$ cat src/rtl/host_bus_initiator_if.sv
// Slave-bus bundle between host_bus_initiator (master side) and a monitor-card slave.
interface host_bus_initiator_if #(
  parameter int ADDR_W = 10,
  parameter int DATA_W = 32
);
  logic              CARDSEL;
  logic              WR_N;
  logic [ADDR_W-1:0] AI;
  logic [DATA_W-1:0] SDI;
  logic              SACK_N;
  logic [DATA_W-1:0] SDO;

  modport master (output CARDSEL, WR_N, AI, SDI, input SACK_N, SDO);
  modport slave  (input CARDSEL, WR_N, AI, SDI, output SACK_N, SDO);
endinterface

$ cat src/rtl/host_bus_initiator.sv
// Four-phase slave-bus initiator: one transaction in flight, timeout on a dead slave.
// Optional SACK_SYNC_EN: SACK_N passes through a two-flop synchronizer before the FSM.
module host_bus_initiator #(
  parameter int ADDR_W      = 10,
  parameter int DATA_W      = 32,
  parameter int SETUP_CYC   = 1,
  parameter int TIMEOUT_CYC = 255
) (
  input  logic                clk,
  input  logic                reset,
  input  logic                req,
  input  logic                req_wr,
  input  logic [ADDR_W-1:0]   req_addr,
  input  logic [DATA_W-1:0]   req_wdata,
  output logic                busy,
  output logic                done,
  output logic [DATA_W-1:0]   rdata,
  output logic                timeout_err,
  host_bus_initiator_if.master bus
);

  localparam int SC_W = (SETUP_CYC > 1) ? $clog2(SETUP_CYC) : 1;
  localparam int WC_W = (TIMEOUT_CYC > 2) ? $clog2(TIMEOUT_CYC) : 1;
  localparam logic [SC_W-1:0] SETUP_LAST = SC_W'(SETUP_CYC - 1);
  localparam logic [WC_W-1:0] WAIT_LAST  = WC_W'(TIMEOUT_CYC - 1);

  typedef enum logic [2:0] {
    ST_IDLE    = 3'd0,
    ST_SETUP   = 3'd1,
    ST_ASSERT  = 3'd2,
    ST_RELEASE = 3'd3,
    ST_DONE    = 3'd4
  } state_e;

  state_e            state_r, state_nxt_s;
  logic [SC_W-1:0]   setup_cnt_r, setup_cnt_nxt_s;
  logic [WC_W-1:0]   wait_cnt_r, wait_cnt_nxt_s;
  logic              cardsel_r, cardsel_nxt_s;
  logic              wr_n_r, wr_n_nxt_s;
  logic [ADDR_W-1:0] ai_r, ai_nxt_s;
  logic [DATA_W-1:0] sdi_r, sdi_nxt_s;
  logic [DATA_W-1:0] rdata_r, rdata_nxt_s;
  logic              busy_r, busy_nxt_s;
  logic              done_r, done_nxt_s;
  logic              terr_r, terr_nxt_s;
  logic              ack_s;

`ifdef SACK_SYNC_EN
  logic sack_meta_r, sack_sync_r;

  // Two-flop synchronizer for the slave acknowledge; idles deasserted.
  always_ff @(posedge clk or negedge reset) begin
    if (!reset) begin
      sack_meta_r <= 1'b1;
      sack_sync_r <= 1'b1;
    end else begin
      sack_meta_r <= bus.SACK_N;
      sack_sync_r <= sack_meta_r;
    end
  end

  assign ack_s = ~sack_sync_r;
`else
  assign ack_s = ~bus.SACK_N;
`endif

  // FSM state register.
  always_ff @(posedge clk or negedge reset) begin
    if (!reset) begin
      state_r <= ST_IDLE;
    end else begin
      state_r <= state_nxt_s;
    end
  end

  // Next-state and next-output logic; every output is registered below.
  always_comb begin
    state_nxt_s     = state_r;
    setup_cnt_nxt_s = setup_cnt_r;
    wait_cnt_nxt_s  = wait_cnt_r;
    cardsel_nxt_s   = cardsel_r;
    wr_n_nxt_s      = wr_n_r;
    ai_nxt_s        = ai_r;
    sdi_nxt_s       = sdi_r;
    rdata_nxt_s     = rdata_r;
    busy_nxt_s      = busy_r;
    done_nxt_s      = 1'b0;
    terr_nxt_s      = terr_r;
    case (state_r)
      ST_IDLE: begin
        if (req) begin
          state_nxt_s     = ST_SETUP;
          setup_cnt_nxt_s = {SC_W{1'b0}};
          ai_nxt_s        = req_addr;
          sdi_nxt_s       = req_wdata;
          wr_n_nxt_s      = ~req_wr;
          terr_nxt_s      = 1'b0;
          busy_nxt_s      = 1'b1;
          cardsel_nxt_s   = 1'b0;
        end else begin
          busy_nxt_s      = 1'b0;
        end
      end
      ST_SETUP: begin
        if (setup_cnt_r == SETUP_LAST) begin
          state_nxt_s    = ST_ASSERT;
          cardsel_nxt_s  = 1'b1;
          wait_cnt_nxt_s = {WC_W{1'b0}};
        end else begin
          setup_cnt_nxt_s = setup_cnt_r + 1'b1;
        end
      end
      ST_ASSERT: begin
        // An ack already present on entry is taken on the first edge: level, not edge, sensitive.
        if (ack_s) begin
          if (wr_n_r) begin
            rdata_nxt_s = bus.SDO;
          end else begin
            rdata_nxt_s = rdata_r;
          end
          state_nxt_s    = ST_RELEASE;
          cardsel_nxt_s  = 1'b0;
          wait_cnt_nxt_s = {WC_W{1'b0}};
        end else if (wait_cnt_r == WAIT_LAST) begin
          state_nxt_s   = ST_DONE;
          cardsel_nxt_s = 1'b0;
          terr_nxt_s    = 1'b1;
          done_nxt_s    = 1'b1;
        end else begin
          wait_cnt_nxt_s = wait_cnt_r + 1'b1;
        end
      end
      ST_RELEASE: begin
        if (!ack_s) begin
          state_nxt_s = ST_DONE;
          done_nxt_s  = 1'b1;
        end else if (wait_cnt_r == WAIT_LAST) begin
          state_nxt_s = ST_DONE;
          terr_nxt_s  = 1'b1;
          done_nxt_s  = 1'b1;
        end else begin
          wait_cnt_nxt_s = wait_cnt_r + 1'b1;
        end
      end
      ST_DONE: begin
        state_nxt_s = ST_IDLE;
        busy_nxt_s  = 1'b0;
        wr_n_nxt_s  = 1'b1;
      end
      default: begin
        state_nxt_s   = ST_IDLE;
        cardsel_nxt_s = 1'b0;
        busy_nxt_s    = 1'b0;
        wr_n_nxt_s    = 1'b1;
      end
    endcase
  end

  // Datapath and output registers.
  always_ff @(posedge clk or negedge reset) begin
    if (!reset) begin
      setup_cnt_r <= {SC_W{1'b0}};
      wait_cnt_r  <= {WC_W{1'b0}};
      cardsel_r   <= 1'b0;
      wr_n_r      <= 1'b1;
      ai_r        <= {ADDR_W{1'b0}};
      sdi_r       <= {DATA_W{1'b0}};
      rdata_r     <= {DATA_W{1'b0}};
      busy_r      <= 1'b0;
      done_r      <= 1'b0;
      terr_r      <= 1'b0;
    end else begin
      setup_cnt_r <= setup_cnt_nxt_s;
      wait_cnt_r  <= wait_cnt_nxt_s;
      cardsel_r   <= cardsel_nxt_s;
      wr_n_r      <= wr_n_nxt_s;
      ai_r        <= ai_nxt_s;
      sdi_r       <= sdi_nxt_s;
      rdata_r     <= rdata_nxt_s;
      busy_r      <= busy_nxt_s;
      done_r      <= done_nxt_s;
      terr_r      <= terr_nxt_s;
    end
  end

  assign bus.CARDSEL = cardsel_r;
  assign bus.WR_N    = wr_n_r;
  assign bus.AI      = ai_r;
  assign bus.SDI     = sdi_r;
  assign busy        = busy_r;
  assign done        = done_r;
  assign rdata       = rdata_r;
  assign timeout_err = terr_r;

endmodule

$ cat src/flat_wrapper.sv
// flat-port wrapper written by rule: the top's interface ports become plain ports
module host_bus_initiator_flat 
#(
  parameter int ADDR_W      = 10,
  parameter int DATA_W      = 32,
  parameter int SETUP_CYC   = 1,
  parameter int TIMEOUT_CYC = 255
)
  (clk, reset, req, req_wr, req_addr, req_wdata, busy, done, rdata, timeout_err, bus_CARDSEL, bus_WR_N, bus_AI, bus_SDI, bus_SACK_N, bus_SDO);
  host_bus_initiator_if #(.ADDR_W(ADDR_W), .DATA_W(DATA_W)) bus_i ();
  input  logic clk;
  input  logic reset;
  input  logic req;
  input  logic req_wr;
  input  logic [ADDR_W-1:0] req_addr;
  input  logic [DATA_W-1:0] req_wdata;
  output logic busy;
  output logic done;
  output logic [DATA_W-1:0] rdata;
  output logic timeout_err;
  output wire logic [$bits(bus_i.CARDSEL)-1:0] bus_CARDSEL;
  output wire logic [$bits(bus_i.WR_N)-1:0] bus_WR_N;
  output wire logic [$bits(bus_i.AI)-1:0] bus_AI;
  output wire logic [$bits(bus_i.SDI)-1:0] bus_SDI;
  input wire logic [$bits(bus_i.SACK_N)-1:0] bus_SACK_N;
  input wire logic [$bits(bus_i.SDO)-1:0] bus_SDO;
  assign bus_CARDSEL = bus_i.CARDSEL;
  assign bus_WR_N = bus_i.WR_N;
  assign bus_AI = bus_i.AI;
  assign bus_SDI = bus_i.SDI;
  assign bus_i.SACK_N = bus_SACK_N;
  assign bus_i.SDO = bus_SDO;
  host_bus_initiator #(.ADDR_W(ADDR_W), .DATA_W(DATA_W), .SETUP_CYC(SETUP_CYC), .TIMEOUT_CYC(TIMEOUT_CYC)) u_core (.clk(clk), .reset(reset), .req(req), .req_wr(req_wr), .req_addr(req_addr), .req_wdata(req_wdata), .busy(busy), .done(done), .rdata(rdata), .timeout_err(timeout_err), .bus(bus_i));
endmodule
$ cat config.mk
export PLATFORM = sky130hd
export DESIGN_NAME = host_bus_initiator_flat
export DESIGN_NICKNAME = d
export VERILOG_FILES = /design/src/rtl/host_bus_initiator_if.sv /design/src/rtl/host_bus_initiator.sv /design/src/flat_wrapper.sv
export SDC_FILE = /design/constraint.sdc
export NUM_CORES = 1
export LEC_CHECK = 0
export CORE_MARGIN = 1.5
export CORE_UTILIZATION = 35
export CTS_CLUSTER_SIZE = 28
export DETAILED_ROUTE_END_ITERATION = 8
export GPL_TIMING_DRIVEN = 1
export PLACE_DENSITY = 0.7
export SLEW_MARGIN = 10
export SYNTH_ARGS = -nofsm -noshare
export SYNTH_HDL_FRONTEND = slang
export SYNTH_SLANG_ARGS = --single-unit
export TNS_END_PERCENT = 20
$ cat constraint.sdc
create_clock -name clk -period 1.6 [get_ports clk]
set_input_delay 0.16 -clock clk [delete_from_list [all_inputs] [get_ports clk]]
set_output_delay 0.16 -clock clk [all_outputs]
set_load 0.01 [all_outputs]
==> impl_metrics.py, run 1 <==
metrics = {
    "worst_setup_path": {
        "crit_start": "u_core.state_r[1]$_DFFE_PN0N_",
        "r2r_setup_slack_ps": 20,
        "arrival_ps": 1810,
        "criticalPathCategory": "reg -> reg",
        "crit_fanout": 18,
        "cp-end-kind": "register",
        "start_kind": "register",
        "timing.rr.start": "u_core.state_r[1]$_DFFE_PN0N_",
        "required_ps": 1830,
    },
    "drt": {
        "firstDrtPassIters": 4,
        "drtAntennaViolNets": 0,
        "wirelength_mm": 8.89,
        "drc": 0,
        "drtIter0Drc": 103,
        "drt-vias-per-instance": 4.73,
        "vias": 2729,
        "post_drt_wl_per_cell_um": 15.4,
    },
    "floorplanning": {
        "die_h_um": 107,
        "dieArea_um2": 11500,
        "chipWidth_um": 107,
        "num_io_pins": 158,
        "fp-row-count": 37,
        "start_util": 0.365,
        "core_um2": 10400,
    },
    "flow_run": {
        "maxCapViolCount": 0,
    },
    "cts": {
        "cts_tree": "built",
        "cts_buffers": 9,
        "clock_sinks": 90,
        "clk_pin_slew_ps": 100,
        "root_buffer": "clkbuf_8",
        "clock_latency_ps": 350,
        "htree_levels": 3,
        "clock_path_buffers": 2,
    },
    "logic_synthesis": {
        "yosysMostFrequentCell": "dfrtp_1",
        "yosysUniqueCellTypes": 38,
        "synth_edf_count": 0,
        "async_reset_ff_frac": 1.00,
        "synthCells": 249,
        "synthTopCellsByCount": "89 x dfrtp_1, 42 x mux2_2, 30 x mux2_4",
        "syn_area_per_cell_um2": 15.3,
        "yosys.area.top_type_share": 0.585,
        "ys.flop_type": "dfrtp_1",
        "seq_area_frac_synth": 0.592,
        "netlist_area_um2": 3800,
        "ys_ff_latch": 90,
        "yosysTopAreaCell": "dfrtp_1",
        "synth_fp_nets": 330,
        "synth_warnings": 0,
        "synthTopCellsByArea": "dfrtp_1 59%, mux2_2 12%, mux2_4 12%, buf_6 2.1%, o21ai_0 1.1%",
    },
    "global_routing": {
        "grt_overflow": 0,
        "grt_pass1_vias": 2850,
        "grt_max_degree": 42,
        "grt_pass1_wl_mm": 13.5,
        "track_usage": 0.151,
        "grt_antenna_before_repair": 0,
    },
    "sta": {
        "finalCriticalPeriod_ps": 1580,
        "rsz0062_at_grt": "yes",
        "tightest_slew_ps": 314,
        "period_share": 0.987,
        "slew_headroom": 0.789,
        "hold_viol_final": 0,
        "whs_ps": 240,
        "finalMaxSlewViolations": 0,
        "clock_skew_ps": 14.4,
        "setup_viol": 0,
        "clock.fmax_mhz": 633,
    },
    "power_and_ir_drop": {
        "cellLeakagePower_nw": 2.59,
        "power_density_nw_per_um2": 1870,
        "vdd_drop_max_v": 0.000745,
    },
    "place": {
        "routabilityCongestion": 0.799,
        "dp_hpwl_mm": 6.50,
        "port_buffers": 157,
    },
    "min_path": {
        "hold_path_class": "in -> async",
    },
    "finish": {
        "num-nets-final": 517,
        "utilization": 0.574,
        "drive_above_1_share": 0.302,
        "area_growth_pct": 57.2,
        "antennaDiodeCount": 0,
    },
    "outcome": {
        "status": "finished, final reports clean",
    },
}
layout by cell type, fill, tap and decap left out, types with 2 or more instances in the layout:
cell type and n:
a21bo_2 2, a21oi_1 4, a22o_1 3, a32o_1 2, a41oi_1 2, buf_12 5
buf_4 22, clkbuf_8 10, clkdlybuf4s50_1 155, clkinvlp_4 2, dfrtp_1 87, dfrtp_2 2
inv_1 9, mux2_1 2, mux2_2 40, mux2_4 32, mux2i_1 2, nand2_1 7
nand3_1 5, nor2_1 4, nor2_4 4, o211ai_1 3, o21ai_0 7, o22ai_1 2
cell families after synthesis:
logic type | synth area share
mux | 0.254
simple gates | 0.0500
compound gates | 0.0608
xor+xnor | 0.00230
fa+ha+maj | 0.00658
buf+inv | 0.0342
flops | 0.592
per-stage QoR:
stage          area (µm²)  total power, mW  TNS, ps  worst slack, ps  cells
2_1_floorplan        3800             6.67        0             41.4    249
3_3_place_gp         5680             9.43    -1760             -108    556
3_5_place_dp         5680             9.57    -2400             -183    556
4_1_cts              5890             11.2        0             21.2    573
5_1_grt              5980             11.9     -418            -35.6    577
6_report             5980             11.2        0             20.8    577
final timing paths:
| path | endpoint | cells after the start |
|---|---|---|
| min in group clk | u_core.bus.WR_N$_DFFE_PN1P_ | 2 |
| max in group asynchronous | u_core.rdata[11]$_DFFE_PN0P_ | 3 |
| setup / recovery | u_core.bus.SDI[0]$_DFFE_PN0P_ | 6 |
| setup reg to reg | u_core.bus.SDI[0]$_DFFE_PN0P_ | 6 |
| hold / removal | u_core.wait_cnt_r[2]$_DFFE_PN0P_ | 2 |
| hold reg to reg | u_core.bus.SDI[16]$_DFFE_PN0P_ | 1 |
critical path, stage by stage, from the launching register on:
cell	delay, ps
dfrtp_2	460
nor2_4	140
nand2_2	90
nor2_4	130
buf_12	140
buf_12	160
mux2_2	340
layout make-up:
| class | instances | area, µm² |
|---|---|---|
| fillers | 898 | 4440 |
| flip-flops and latches | 90 | 2260 |
| repair buffers | 186 | 1870 |
| multi-input cells | 140 | 1440 |
| well taps | 136 | 170 |
| clock buffers | 11 | 141 |
| clock inverters | 5 | 62.6 |
| inverters | 9 | 33.8 |
registers in the layout, summed over array words and instances (netlist names):
register            count
u_core.rdata           32
u_core.bus.AI          10
u_core.bus.SDI         32
u_core.wait_cnt_r       8
u_core.bus.WR_N         1
u_core.state_r          3
u_core.busy             1
u_core.bus.CARDSEL      1
u_core.done             1
u_core.timeout_err      1
where the power goes:
| group | internal (mW) | switching [mW] |
|---|---|---|
| Sequential | 3.35 | 0.603 |
| Combinational | 3.68 | 2.01 |
| Clock | 0.774 | 0.793 |
| Total | 7.80 | 3.41 |
what timing repair did:
action                                  4_1_cts  5_1_grt
cloned                                        0        2
resized for setup                             3        7
buffers inserted                              0        2
hold buffers                                  1        0
hold endpoints to repair                     22        0
pin swaps                                     0        3
endpoints found under the setup margin       15       36
layer usage:
layer / track usage / routed length, µm
met4: 0.0552 / 63
met2: 0.246 / 4440
met1: 0.193 / 3800
met5: 0 / 0
met3: 0.0369 / 592
Power figures use the tool's default switching activity.
==> run 2, diff against run 1 <==
--- a/config.mk
+++ b/config.mk
@@ -11,6 +11,7 @@
 export DETAILED_ROUTE_END_ITERATION = 8
 export GPL_TIMING_DRIVEN = 1
 export PLACE_DENSITY = 0.7
+export SETUP_SLACK_MARGIN = 0.02
 export SLEW_MARGIN = 10
 export SYNTH_ARGS = -nofsm -noshare
 export SYNTH_HDL_FRONTEND = slang
==> run 2 against run 1 <==
  * Worst hold slack improved by 3.3 ps
  * Highest routed layer unchanged
  * Largest power group unchanged
  * Register-to-register slack about the same
  * Global-route usage unchanged
  * Critical path type unchanged
  * First-iteration DRC count fell by 24%
  * Critical endpoint is now u_core.bus.SDI[27]$_DFFE_PN0P_
==> impl_metrics.py, run 2 (synthesis gave the netlist of run 1 again) <==
metrics = {
    "outcome": {
        "status": "finished, final reports clean",
    },
    "worst_setup_path": {
        "r2r-end": "u_core.bus.SDI[27]$_DFFE_PN0P_",
        "r2r_cells": 6,
        "cp-end-kind": "register",
        "required_ps": 1830,
        "crit_fanout": 13,
        "criticalPathCategory": "reg -> reg",
        "r2r_setup_slack_ps": 20,
        "timing.rr.start": "u_core.state_r[1]$_DFFE_PN0N_",
        "start_kind": "register",
        "arrival_ps": 1800,
    },
    "global_routing": {
        "grt_overflow": 0,
        "grt_max_degree": 42,
        "grt_antenna_before_repair": 0,
        "grt_pass1_vias": 2850,
        "grt_pass1_wl_mm": 13.5,
        "track_usage": 0.151,
    },
    "drt": {
        "wirelength_mm": 8.98,
        "post_drt_wl_per_cell_um": 15.6,
        "vias": 2725,
        "drtAntennaViolNets": 0,
        "drt-vias-per-instance": 4.72,
        "drc": 0,
        "drtIter0Drc": 78,
        "firstDrtPassIters": 4,
    },
    "place": {
        "dp_hpwl_mm": 6.50,
        "port_buffers": 157,
        "dpl_cell_area_um2": 5680,
        "routabilityCongestion": 0.799,
        "dp.cells": 556,
        "place_ws_ps": -183,
    },
    "cts": {
        "clk_pin_slew_ps": 90,
        "cts_buffers": 9,
        "htree_levels": 3,
        "cts_tree": "built",
        "clock_latency_ps": 350,
        "root_buffer": "clkbuf_8",
        "clock_path_buffers": 2,
        "clock_sinks": 90,
    },
    "finish": {
        "final_common_cell": "clkdlybuf4s50_1",
        "final_cells": 577,
        "num-nets-final": 517,
        "fill_cells": 892,
        "antennaDiodeCount": 0,
        "fin_area_um2": 6000,
        "area_growth_pct": 57.6,
        "seq_area_um2": 2260,
        "final_cell_mix": "155 x clkdlybuf4s50_1, 87 x dfrtp_1, 37 x mux2_4, 36 x mux2_2, 22 x buf_4",
        "multi_input_area_um2": 1460,
        "drive_above_1_share": 0.304,
        "utilization": 0.576,
    },
    "sta": {
        "slew_headroom": 0.789,
        "clock.fmax_mhz": 634,
        "hold_viol_final": 0,
        "finalMaxSlewViolations": 0,
        "whs_ps": 244,
        "period_share": 0.986,
        "tns_ps": 0,
        "fin_ws_ps": 22.8,
        "tightest_slew_ps": 314,
        "clock_skew_ps": 11.0,
        "rsz0062_at_grt": "yes",
        "finalCriticalPeriod_ps": 1580,
        "setup_viol": 0,
    },
    "power_and_ir_drop": {
        "vdd_drop_max_v": 0.000746,
        "cellLeakagePower_nw": 2.61,
        "power_density_nw_per_um2": 1880,
        "p_total_mw": 11.3,
    },
    "min_path": {
        "hold_path_class": "in -> async",
    },
    "floorplanning": {
        "die_h_um": 107,
        "chipWidth_um": 107,
        "fp-row-count": 37,
        "core_um2": 10400,
        "dieArea_um2": 11500,
        "start_util": 0.365,
        "num_io_pins": 158,
    },
    "flow_run": {
        "maxCapViolCount": 0,
    },
}
## run 2: worst max path at each step
| stage | startpoint | end |
|---|---|---|
| 2_1_floorplan | u_core.state_r[0]$_DFFE_PN0N_ | u_core.bus.AI[9]$_DFFE_PN0P_ |
| 3_3_place_gp | bus_SACK_N | u_core.wait_cnt_r[6]$_DFFE_PN0P_ |
| 6_report | u_core.state_r[1]$_DFFE_PN0N_ | u_core.bus.SDI[27]$_DFFE_PN0P_ |
| 3_5_place_dp | bus_SACK_N | u_core.wait_cnt_r[6]$_DFFE_PN0P_ |
| 5_1_grt | u_core.state_r[1]$_DFFE_PN0N_ | u_core.bus.SDI[7]$_DFFE_PN0P_ |
| 4_1_cts | u_core.state_r[0]$_DFFE_PN0N_ | u_core.bus.SDI[31]$_DFFE_PN0P_ |
## run 2: report_power, final
group          total, mW  switching [mW]  internal (mW)
sequential          3.96           0.610           3.35
clock               1.56           0.791          0.774
combinational       5.74            2.02           3.72
total               11.3            3.42           7.85
## run 2: cell type report
class	count	area share
Tap cell	136	0.0284
Timing Repair Buffer	186	0.312
Inverter	9	0.00563
Sequential cell	90	0.376
Clock inverter	5	0.0104
Multi-Input combinational cell	140	0.244
Clock buffer	11	0.0236
## run 2: routing by layer
layer / GRT usage / vias to the layer above / wire length [µm] / part of all wire
li1: - / 1264 / - / -
met1: 0.193 / 1361 / 3840 / 0.43
met2: 0.246 / 94 / 4500 / 0.50
met3: 0.0369 / 6 / 571 / 0.064
met4: 0.0552 / 0 / 63 / 0.0070
met5: 0 / - / 0 / 0
## run 2: timing repair
action / in CTS / in global routing
endpoints found under the hold margin: 22 / 0
gates resized for setup: 3 / 12
gates cloned: 0 / 2
hold buffers: 1 / 0
pin swaps: 0 / 3
endpoints found under the setup margin: 34 / 46
setup buffers: 0 / 2
## run 2: worst max-delay path: stages (launching register included)
cell and delay (ps):
dfrtp_2 460, nor2_4 140, nand2_2 90, nor2_4 130, buf_12 140, buf_12 150, mux2_2 340
==> run 3, diff against run 2 <==
--- a/config.mk
+++ b/config.mk
@@ -7,6 +7,7 @@
 export LEC_CHECK = 0
 export CORE_MARGIN = 1.5
 export CORE_UTILIZATION = 35
+export CTS_BUF_LIST = sky130_fd_sc_hd__clkbuf_4 sky130_fd_sc_hd__clkbuf_8
 export CTS_CLUSTER_SIZE = 28
 export DETAILED_ROUTE_END_ITERATION = 8
 export GPL_TIMING_DRIVEN = 1
==> run 3 against run 2 <==
  * Utilization about the same
  * Routed wire length unchanged
  * Setup slack unchanged
  * Critical path type unchanged
  * Largest cell class unchanged
==> impl_metrics.py, run 3 (synthesis gave the netlist of run 1 again) <==
metrics = {
    "power_and_ir_drop": {
        "vdd_drop_max_v": 0.000746,
        "p_sw_mw": 3.42,
        "power_density_nw_per_um2": 1880,
        "p_total_mw": 11.3,
        "switching_share": 0.303,
        "p_int_mw": 7.87,
        "pwr-share-seq": 0.351,
        "p_clk_frac": 0.140,
        "cellLeakagePower_nw": 2.61,
        "p_comb_frac": 0.509,
    },
    "finish": {
        "final_cell_mix": "155 x clkdlybuf4s50_1, 87 x dfrtp_1, 37 x mux2_4, 36 x mux2_2, 22 x buf_4",
        "fin_area_um2": 6000,
        "drive_above_1_share": 0.306,
        "fill_cells": 892,
        "area_growth_pct": 57.7,
        "final_common_cell": "clkdlybuf4s50_1",
        "utilization": 0.576,
        "antennaDiodeCount": 0,
        "num-nets-final": 517,
    },
    "global_routing": {
        "grt_pass1_wl_mm": 13.5,
        "track_usage": 0.151,
        "grt_antenna_before_repair": 0,
        "grt_max_degree": 42,
        "grt_pass1_vias": 2850,
        "grt_overflow": 0,
    },
    "worst_setup_path": {
        "criticalPathCategory": "reg -> reg",
        "r2r_cells": 6,
        "r2r_setup_slack_ps": 20,
        "critPathCapture": "u_core.bus.SDI[27]$_DFFE_PN0P_",
        "r2r-end": "u_core.bus.SDI[27]$_DFFE_PN0P_",
        "required_ps": 1830,
        "timing.rr.start": "u_core.state_r[1]$_DFFE_PN0N_",
        "arrival_ps": 1800,
        "cp-end-kind": "register",
        "crit_start": "u_core.state_r[1]$_DFFE_PN0N_",
        "crit_fanout": 13,
        "start_kind": "register",
    },
    "sta": {
        "rsz0062_at_grt": "yes",
        "finalMaxSlewViolations": 0,
        "finalCriticalPeriod_ps": 1580,
        "period_share": 0.986,
        "tightest_slew_ps": 314,
        "clock.fmax_mhz": 634,
        "hold_viol_final": 0,
        "fin_ws_ps": 22.8,
        "clock_skew_ps": 11.0,
        "slew_headroom": 0.789,
        "whs_ps": 244,
        "setup_viol": 0,
    },
    "cts": {
        "clock_path_buffers": 2,
        "cts_buffers": 9,
        "root_buffer": "clkbuf_8",
        "clk_pin_slew_ps": 90,
        "clock_sinks": 90,
        "cts_tree": "built",
        "htree_levels": 3,
        "clock_latency_ps": 350,
    },
    "drt": {
        "drt-vias-per-instance": 4.72,
        "vias": 2725,
        "drtIter0Drc": 78,
        "wirelength_mm": 8.98,
        "drtAntennaViolNets": 0,
        "drc": 0,
        "post_drt_wl_per_cell_um": 15.6,
        "firstDrtPassIters": 4,
    },
    "place": {
        "place_ws_ps": -183,
        "dp_hpwl_mm": 6.50,
        "dpl_cell_area_um2": 5680,
        "routabilityCongestion": 0.799,
        "port_buffers": 157,
    },
    "min_path": {
        "hold_path_class": "in -> async",
    },
    "floorplanning": {
        "core_um2": 10400,
        "die_h_um": 107,
        "fp-row-count": 37,
        "chipWidth_um": 107,
        "num_io_pins": 158,
        "start_util": 0.365,
        "dieArea_um2": 11500,
    },
    "outcome": {
        "status": "finished, final reports clean",
    },
    "flow_run": {
        "maxCapViolCount": 0,
    },
}
==> run 3: per-stage QoR <==
step / instances / TNS, ps
finish: 577 / 0
global route: 577 / -397
CTS: 573 / 0
detailed placement: 556 / -2400
global placement: 556 / -1760
floorplan: 249 / 0
==> run 3: layout make-up <==
type | count | area, µm² | area share
repair buffers | 186 | 1870 | 0.312
clock buffers | 11 | 145 | 0.0242
flip-flops and latches | 90 | 2260 | 0.376
inverters | 9 | 33.8 | 0.00563
multi-input cells | 140 | 1460 | 0.244
well taps | 136 | 170 | 0.0284
clock inverters | 5 | 62.6 | 0.0104
==> run 3: per-layer routing <==
layer / wire length (µm) / vias to the layer above / share of wire / global-route usage
met5: 0 / - / 0 / 0
met4: 63 / 0 / 0.0070 / 0.0552
met3: 571 / 6 / 0.064 / 0.0369
met2: 4500 / 94 / 0.50 / 0.246
met1: 3840 / 1361 / 0.43 / 0.193
li1: - / 1264 / - / -
==> run 3: how the worst min path moves through the flow <==
stage	start	endpoint	slack [ps]
5_1_grt	reset	u_core.wait_cnt_r[2]$_DFFE_PN0P_	270
2_1_floorplan	reset	u_core.bus.AI[0]$_DFFE_PN0P_	-140
6_report	reset	u_core.wait_cnt_r[2]$_DFFE_PN0P_	240
3_5_place_dp	reset	u_core.state_r[1]$_DFFE_PN0N_	90
3_3_place_gp	reset	u_core.state_r[2]$_DFFE_PN0N_	90
4_1_cts	reset	u_core.wait_cnt_r[2]$_DFFE_PN0P_	230
==> run 3: worst max-delay path, stage by stage (launching register included) <==
cell and delay, ps:
dfrtp_2 460, nor2_4 140, nand2_2 90, nor2_4 130, buf_12 140, buf_12 150
mux2_2 340
==> run 3: power by group through the flow <==
stage               Sequential (mW)  Combinational, mW  Clock (mW)
global route                   4.10               6.11        1.75
floorplan                      4.41               2.26           0
detailed placement             3.99               5.57           0
finish                         3.96               5.74        1.58
CTS                            3.96               5.59        1.65
global placement               3.94               5.49           0
==> run 3: what timing repair did <==
item | CTS | global route
resized for setup | 3 | 12
hold buffers | 1 | 0
cloned | 0 | 2
pin swaps | 0 | 3
buffers inserted | 0 | 2
hold endpoints to repair | 22 | 0
endpoints found under the setup margin | 34 | 46
